File: config.mk
export PLATFORM = sky130hd
export DESIGN_NAME = sv_latch_capture_fifo
export DESIGN_NICKNAME = d
export VERILOG_FILES = /design/src/rtl/sv_latch_capture_fifo.sv
export SDC_FILE = /design/constraint.sdc
export NUM_CORES = 1
export LEC_CHECK = 0
export CAP_MARGIN = 40
export CORE_ASPECT_RATIO = 1.1
export CORE_MARGIN = 4
export CORE_UTILIZATION = 25
export DETAILED_ROUTE_END_ITERATION = 10
export SKIP_LAST_GASP = 1
export SLEW_MARGIN = 20
export SYNTH_ARGS = -nofsm -noshare
export SYNTH_HDL_FRONTEND = slang
export SYNTH_SLANG_ARGS = --single-unit
File: constraint.sdc
create_clock -name clk -period 1.6 [get_ports clk]
set_input_delay 0.32 -clock clk [delete_from_list [all_inputs] [get_ports clk]]
set_output_delay 0.32 -clock clk [all_outputs]
set_load 0.02 [all_outputs]
File: src/rtl/sv_latch_capture_fifo.sv
// sv_latch_capture_fifo
// Samples a registered-latch word into a small first-word-fall-through FIFO
// whenever a capture is requested. Requests arriving while the FIFO is full are
// dropped and recorded in a sticky overflow flag.
//
// Optional feature: define CHANGE_DETECT_EN to also raise a capture request
// whenever data_in differs from its value on the previous clock edge.
//
// Ports
//   clk           clock, all state changes on the rising edge
//   reset         asynchronous active-high reset
//   data_in       word to capture (WIDTH bits)
//   capture       single-cycle capture request
//   out_ready     consumer ready; pops the head entry when out_valid is high
//   overflow_clr  clears the sticky overflow flag
//   out_valid     head entry valid (level != 0)
//   out_data      head entry, combinational from storage
//   level         current entry count, 0..DEPTH
//   full          level == DEPTH
//   overflow      sticky flag, a request was dropped
module sv_latch_capture_fifo #(
    parameter int unsigned WIDTH = 8,
    parameter int unsigned DEPTH = 4
) (
    input  logic                     clk,
    input  logic                     reset,
    input  logic [WIDTH-1:0]         data_in,
    input  logic                     capture,
    input  logic                     out_ready,
    input  logic                     overflow_clr,
    output logic                     out_valid,
    output logic [WIDTH-1:0]         out_data,
    output logic [$clog2(DEPTH):0]   level,
    output logic                     full,
    output logic                     overflow
);

    localparam int unsigned AW = $clog2(DEPTH);
    localparam int unsigned LW = $clog2(DEPTH) + 1;

    logic [WIDTH-1:0] mem_q [DEPTH];

    logic [AW-1:0] wr_ptr_q, wr_ptr_d;
    logic [AW-1:0] rd_ptr_q, rd_ptr_d;
    logic [LW-1:0] level_q, level_d;
    logic          full_q, full_d;
    logic          out_valid_q, out_valid_d;
    logic          overflow_q, overflow_d;

    logic          req_c;
    logic          push_c;
    logic          pop_c;
    logic          drop_c;

`ifdef CHANGE_DETECT_EN
    logic [WIDTH-1:0] prev_data_q, prev_data_d;
    logic             change_c;

    // A new value on the latch output counts as a capture request.
    always_comb begin
        prev_data_d = data_in;
        change_c    = (data_in != prev_data_q);
    end

    always_ff @(posedge clk or posedge reset) begin
        if (reset) begin
            prev_data_q <= '0;
        end else begin
            prev_data_q <= prev_data_d;
        end
    end
`endif

    // Request, push/pop/drop qualification and next-state computation.
    always_comb begin
`ifdef CHANGE_DETECT_EN
        req_c = capture | change_c;
`else
        req_c = capture;
`endif
        push_c = req_c & ~full_q;
        drop_c = req_c & full_q;
        pop_c  = out_valid_q & out_ready;

        // DEPTH is a power of two, so the natural AW-bit wrap gives DEPTH-1 -> 0.
        wr_ptr_d    = push_c ? (wr_ptr_q + AW'(1)) : wr_ptr_q;
        rd_ptr_d    = pop_c  ? (rd_ptr_q + AW'(1)) : rd_ptr_q;
        level_d     = level_q + LW'(push_c) - LW'(pop_c);
        full_d      = (level_d == LW'(DEPTH));
        out_valid_d = (level_d != '0);

        // A drop in the same cycle as a clear keeps the flag set.
        if (drop_c) begin
            overflow_d = 1'b1;
        end else if (overflow_clr) begin
            overflow_d = 1'b0;
        end else begin
            overflow_d = overflow_q;
        end
    end

    always_ff @(posedge clk or posedge reset) begin
        if (reset) begin
            wr_ptr_q    <= '0;
            rd_ptr_q    <= '0;
            level_q     <= '0;
            full_q      <= 1'b0;
            out_valid_q <= 1'b0;
            overflow_q  <= 1'b0;
        end else begin
            wr_ptr_q    <= wr_ptr_d;
            rd_ptr_q    <= rd_ptr_d;
            level_q     <= level_d;
            full_q      <= full_d;
            out_valid_q <= out_valid_d;
            overflow_q  <= overflow_d;
        end
    end

    // Storage is not reset; writes are blocked while reset is asserted.
    always_ff @(posedge clk) begin
        if (push_c && !reset) begin
            mem_q[wr_ptr_q] <= data_in;
        end
    end

    assign out_data  = mem_q[rd_ptr_q];
    assign out_valid = out_valid_q;
    assign level     = level_q;
    assign full      = full_q;
    assign overflow  = overflow_q;

endmodule
==> results of run 1 <==
==> cells by family (layout without fill, tap and decap cells) <==
logic type,count (synthesis),in the layout,share of synthesized area (%)
compound gates,1,1,0.302
xor+xnor,5,5,3.55
fa+ha+maj,6,6,4.98
simple gates,13,13,4.23
flops,42,42,73.1
mux,9,9,11.5
buf+inv,8,54,2.34
==> per-layer routing <==
layer / vias to the layer above / GRT usage (%)
li1: 402 / -
met1: 420 / 8.66
met2: 25 / 13.0
met3: 4 / 2.82
met4: 0 / 3.56
met5: - / 0
==> final timing paths <==
| path | slack [ns] | endpoint | from | depth (start not counted) |
|---|---|---|---|---|
| min in group clk | 0.41 | overflow | capture | 3 |
| hold reg to reg | 0.55 | overflow | overflow | 2 |
| setup reg to reg | -0.05 | out_valid | full | 6 |
| setup / recovery | -0.22 | out_data[3] | rd_ptr_q[0] | 3 |
| hold / removal | 0.35 | overflow | reset | 2 |
| max in group asynchronous | 0.96 | out_valid | reset | 2 |
==> per-stage QoR <==
step / instances / util, % / worst slack [ns]
6_report: 210 / 36.4 / -0.223
3_3_place_gp: 200 / 34.4 / -0.472
3_5_place_dp: 200 / 34.4 / -0.540
5_1_grt: 210 / 36.4 / -0.291
4_1_cts: 209 / 36.0 / -0.250
2_1_floorplan: 84 / - / -0.0455
==> layout by cell type, fill, tap and decap left out, drive strengths merged, types with 2 or more instances in the layout <==
cell type	instances
clkbuf	5
xnor2	4
and2	4
edfxtp	32
clkinv	2
dfrtp	10
nand2	3
inv	6
buf	22
clkdlybuf4s50	10
ha	5
dlygate4sd2	7
mux4	8
==> synth_stat cells (all sizes together) <==
| cell type | count |
|---|---|
| buf | 2 |
| nand3 | 1 |
| nand2 | 3 |
| o21ai | 1 |
| and2 | 4 |
| nor3 | 1 |
| edfxtp | 32 |
| mux2 | 1 |
| nor2b | 1 |
| xor3 | 1 |
| xnor2 | 4 |
| mux4 | 8 |
| dfrtp | 10 |
| fa | 1 |
| nor3b | 1 |
| inv | 6 |
| nor2 | 1 |
| ha | 5 |
| or2 | 1 |
==> power by group <==
part | leakage [nW] | switching, mW | internal, mW
Clock | 0.0416 | 0.333 | 0.298
Sequential | 0.406 | 0.139 | 1.38
Combinational | 0.417 | 0.727 | 0.912
==> flip-flops by register name, indices dropped and copies added (netlist names) <==
| register | cells |
|---|---|
| mem_q | 32 |
| level | 3 |
| rd_ptr_q | 2 |
| wr_ptr_q | 2 |
| full | 1 |
| out_valid | 1 |
| overflow | 1 |
==> what timing repair did <==
| item | 4_1_cts | 5_1_grt |
|---|---|---|
| resized for setup | 57 | 4 |
| endpoints found under the setup margin | 16 | 20 |
| buffers inserted | 1 | 1 |
| pin swaps | 3 | 5 |
==> cell type report <==
cell class / count / area share, %
clock buffer: 5 / 3.00
sequential: 42 / 52.9
clock inverter: 3 / 0.709
timing repair buffer: 40 / 18.8
tap: 80 / 4.36
multi-input combinational: 34 / 19.2
inverter: 6 / 0.982
==> impl_metrics.json, run 1 <==
{
  "cts_buffer_depth": 2,
  "multi_input_area_um2": 440,
  "num-nets-final": 148,
  "ys_types": 20,
  "crit_slowest_cell": "mux4_2",
  "grt_max_degree": 14,
  "cp_top_family": "multiplexers",
  "synth_top_area_share_pct": 58.0,
  "met3_length_um": 171,
  "place_hpwl_um": 2040,
  "final_antenna_net_count": 0,
  "clk_pin_slew_ns": 0.07,
  "critPathKind": "flip-flop to primary output",
  "period_share_pct": 114,
  "rsz0062_at_grt": "true",
  "fin_area_mm2": 0.00229,
  "cp_max_fo": 8,
  "coreArea_mm2": 0.00631,
  "syn_inst": 84,
  "status": "finished with violations",
  "vias": 851,
  "postPlaceCellArea_mm2": 0.00217,
  "seq_area_frac_synth_pct": 73.1,
  "grt_pass1_wl_um": 4540,
  "drv_cap": 0,
  "clockRootBuffer": "clkbuf_8",
  "yosys_warnings": 0,
  "hp-class": "input port to asynchronous set/reset pin",
  "htree_levels": 2,
  "met2_length_um": 1430,
  "synth.area.top_cells": "edfxtp_1, dfrtp_1, mux4_2, ha_1, xnor2_1",
  "io_buffers": 26,
  "total_power_mw": 3.79,
  "wl_met1_um": 1130,
  "finalHoldViolations": 0,
  "nFillCells": 588,
  "regArea_mm2": 0.00121,
  "ios": 27,
  "wire_per_inst_um": 13.2,
  "synth.net_count": 103,
  "cts_tree": "yes",
  "max_slew.worst_pin.slew_ns": 0.404,
  "cts_hold_buffers": 0,
  "area_growth_syn_to_layout_pct": 38.3,
  "slew_headroom_pct": 73.0,
  "leakagePower_nw": 0.865,
  "cp_num_buf_inv": 2,
  "drc": 0,
  "syn_area_mm2": 0.00166,
  "dieArea_mm2": 0.00800,
  "end_kind": "primary output",
  "grt_overflow": 0,
  "drt_pass1_iterations": 4,
  "drt_iter0_markers": 30,
  "finClkSkew_ns": 0.00325,
  "fmax_mhz": 549,
  "grt_usage_pct": 7.71,
  "yosysTopAreaCell": "edfxtp_1",
  "worst_slack_ns": -0.223,
  "die-width_um": 85.6,
  "drive_above_1_share_pct": 36.9,
  "antenna_found_initial": 0,
  "highest_layer": "met4",
  "rows": 30,
  "start_util_pct": 26.3,
  "cts_buffers": 5,
  "crit_path_max_incr_delay_ns": 0.52,
  "p_per_area_mw_per_mm2": 1650,
  "grt_pass1_vias": 928,
  "violations": "setup timing",
  "critPathLaunchType": "flip-flop",
  "finalMaxSlewViolations": 0,
  "vias_per_cell": 4.05,
  "gp_congestion": 0.672,
  "die_y_um": 93.4,
  "insertion_delay_ns": 0.28,
  "whs_ns": 0.348,
  "max-vdd-ir-drop_mv": 0.714,
  "worstPathRequired_ns": 1.28,
  "cts_sinks": 42,
  "num_antenna_cells": 0,
  "syn_area_per_cell_um2": 19.7,
  "tns_ns": -1.77,
  "period_minus_slack_ns": 1.82,
  "finalWirelength_um": 2780,
  "ys_seq_elements": 42,
  "finalSetupViolCount": 9,
  "crit_chain": "buf_12 > mux4_2 > buf_6",
  "worstPathArrival_ns": 1.50
}
(Power assumes the default switching activity.)
==> run 2: changes to the inputs <==
==> constraint.sdc (replaced) <==
create_clock -name clk -period 2 [get_ports clk]
set_input_delay 0.4 -clock clk [delete_from_list [all_inputs] [get_ports clk]]
set_output_delay 0.4 -clock clk [all_outputs]
set_load 0.02 [all_outputs]
==> impl_metrics.json, run 2 (synthesis gave the netlist of run 1 again) <==
{
  "antenna_found_initial": 0,
  "critPathLaunchType": "flip-flop",
  "finClkSkew_ns": 0.00667,
  "nFillCells": 627,
  "cp_max_fo": 8,
  "cp_top_family": "multiplexers",
  "max-vdd-ir-drop_mv": 0.430,
  "insertion_delay_ns": 0.29,
  "largest_register_ffs": 32,
  "area_growth_syn_to_layout_pct": 31.7,
  "grt_pass1_vias": 943,
  "io_buffers": 26,
  "intPower_mw": 1.93,
  "vias_per_cell": 4.09,
  "rsz0062_at_grt": "false",
  "place_hpwl_um": 2020,
  "period_share_pct": 95.9,
  "rr_endpoint": "full",
  "ios": 27,
  "finalSetupViolCount": 0,
  "cts_tree": "yes",
  "cts_sinks": 42,
  "finalHoldViolations": 0,
  "switchingPower_uw": 915,
  "worstPathArrival_ns": 1.52,
  "rows": 30,
  "reg2regPathDepth": 6,
  "drt_pass1_iterations": 2,
  "crit_chain": "buf_12 > mux4_2 > buf_2",
  "clockRootBuffer": "clkbuf_8",
  "multi_input_area_um2": 420,
  "status": "complete, no violations",
  "wire_per_inst_um": 13.6,
  "grt_usage_pct": 7.91,
  "fin_area_mm2": 0.00218,
  "gp_congestion": 0.705,
  "coreArea_mm2": 0.00631,
  "slew_headroom_pct": 71.1,
  "layout_commonest_cell": "edfxtp_1",
  "finalWirelength_um": 2770,
  "start_util_pct": 26.3,
  "final_cell_mix": "edfxtp_1, clkdlybuf4s50_1, dfrtp_1, mux4_2, buf_2",
  "drive_above_1_share_pct": 29.0,
  "period_minus_slack_ns": 1.92,
  "critPathKind": "flip-flop to primary output",
  "regArea_mm2": 0.00121,
  "clock_power_share_pct": 17.3,
  "largest-register": "mem_q",
  "fmax_mhz": 522,
  "end_kind": "primary output",
  "tns_ns": 0,
  "grt_pass1_wl_um": 4640,
  "p_per_area_mw_per_mm2": 1310,
  "num_antenna_cells": 0,
  "final_antenna_net_count": 0,
  "die_y_um": 93.4,
  "switching_share_pct": 32.1,
  "cp_num_buf_inv": 2,
  "drt_iter0_markers": 45,
  "postCtsSetupRepairBufs": 0,
  "crit_path_max_incr_delay_ns": 0.50,
  "r2r-start": "full",
  "power.share.sequential_pct": 42.9,
  "grt_max_degree": 13,
  "hp-class": "input port to asynchronous set/reset pin",
  "total_power_mw": 2.85,
  "dieArea_mm2": 0.00800,
  "cts_buffers": 5,
  "htree_levels": 2,
  "combPwrFrac_pct": 39.8,
  "postPlaceCellArea_mm2": 0.00213,
  "vias": 834,
  "drv_cap": 0,
  "clk_pin_slew_ns": 0.08,
  "worstPathRequired_ns": 1.60,
  "cts_buffer_depth": 2,
  "finalMaxSlewViolations": 0,
  "leakagePower_nw": 0.805,
  "num-nets-final": 143,
  "drc": 0,
  "grt_overflow": 0,
  "max_slew.worst_pin.slew_ns": 0.434,
  "rrSetupSlack_ns": 0.32,
  "die-width_um": 85.6,
  "crit_slowest_cell": "mux4_2"
}
-- run 2: cell types whose count changed in the layout (fill, tap and decap cells not counted), sizes merged --
cell / delta
clkdlybuf4s50: +8
dlygate4sd2: -7
buf: -5
clkinvlp: -1
dlymetal6s2s: -1
-- run 2: worst max path at each step --
stage	from	endpoint	slack, ns	cells after the start
after floorplan	full	full	0.19	6
after global placement	capture	full	-0.19	7
after detailed placement	capture	full	-0.28	7
after CTS	rd_ptr_q[0]	out_data[4]	-0.03	3
after global routing	rd_ptr_q[0]	out_data[3]	0.02	3
final	rd_ptr_q[0]	out_data[3]	0.08	3
-- run 2: what timing repair did --
| item | CTS | global route |
|---|---|---|
| setup endpoints to repair | 9 | 4 |
| hold buffers | 0 | 0 |
| resized for setup | 30 | 5 |
-- run 2: final cells by class --
type                       instances  share of cell area (%)
timing repair buffer              35                    16.0
inverter                           6                    1.03
sequential                        42                    55.5
clock buffer                       5                    3.15
multi-input combinational         34                    19.3
clock inverter                     2                   0.458
tap                               80                    4.58
-- run 2: metrics by stage --
step / setup WS [ns] / hold WS, ns / utilization [%] / instances
after floorplan: 0.195 / 0.240 / - / 84
after global placement: -0.194 / 0.512 / 33.8 / 197
after detailed placement: -0.284 / 0.525 / 33.8 / 197
after CTS: -0.0281 / 0.440 / 34.8 / 204
after global routing: 0.0234 / 0.478 / 34.6 / 204
final: 0.0828 / 0.431 / 34.6 / 204
-- run 2: power by group through the flow --
stage	logic [mW]	clock network (mW)	registers, mW
2_1_floorplan	0.702	0	1.24
3_3_place_gp	1.20	0	1.24
3_5_place_dp	1.23	0	1.24
4_1_cts	1.17	0.513	1.22
5_1_grt	1.24	0.558	1.24
6_report	1.13	0.494	1.22
-- run 2: per-layer routing --
metal | GRT usage (%) | part of all wire (%) | vias up
li1 | - | - | 390
met1 | 8.10 | 37 | 416
met2 | 13.9 | 53 | 23
met3 | 3.44 | 7.3 | 5
met4 | 3.56 | 2.1 | 0
met5 | 0 | 0 | -
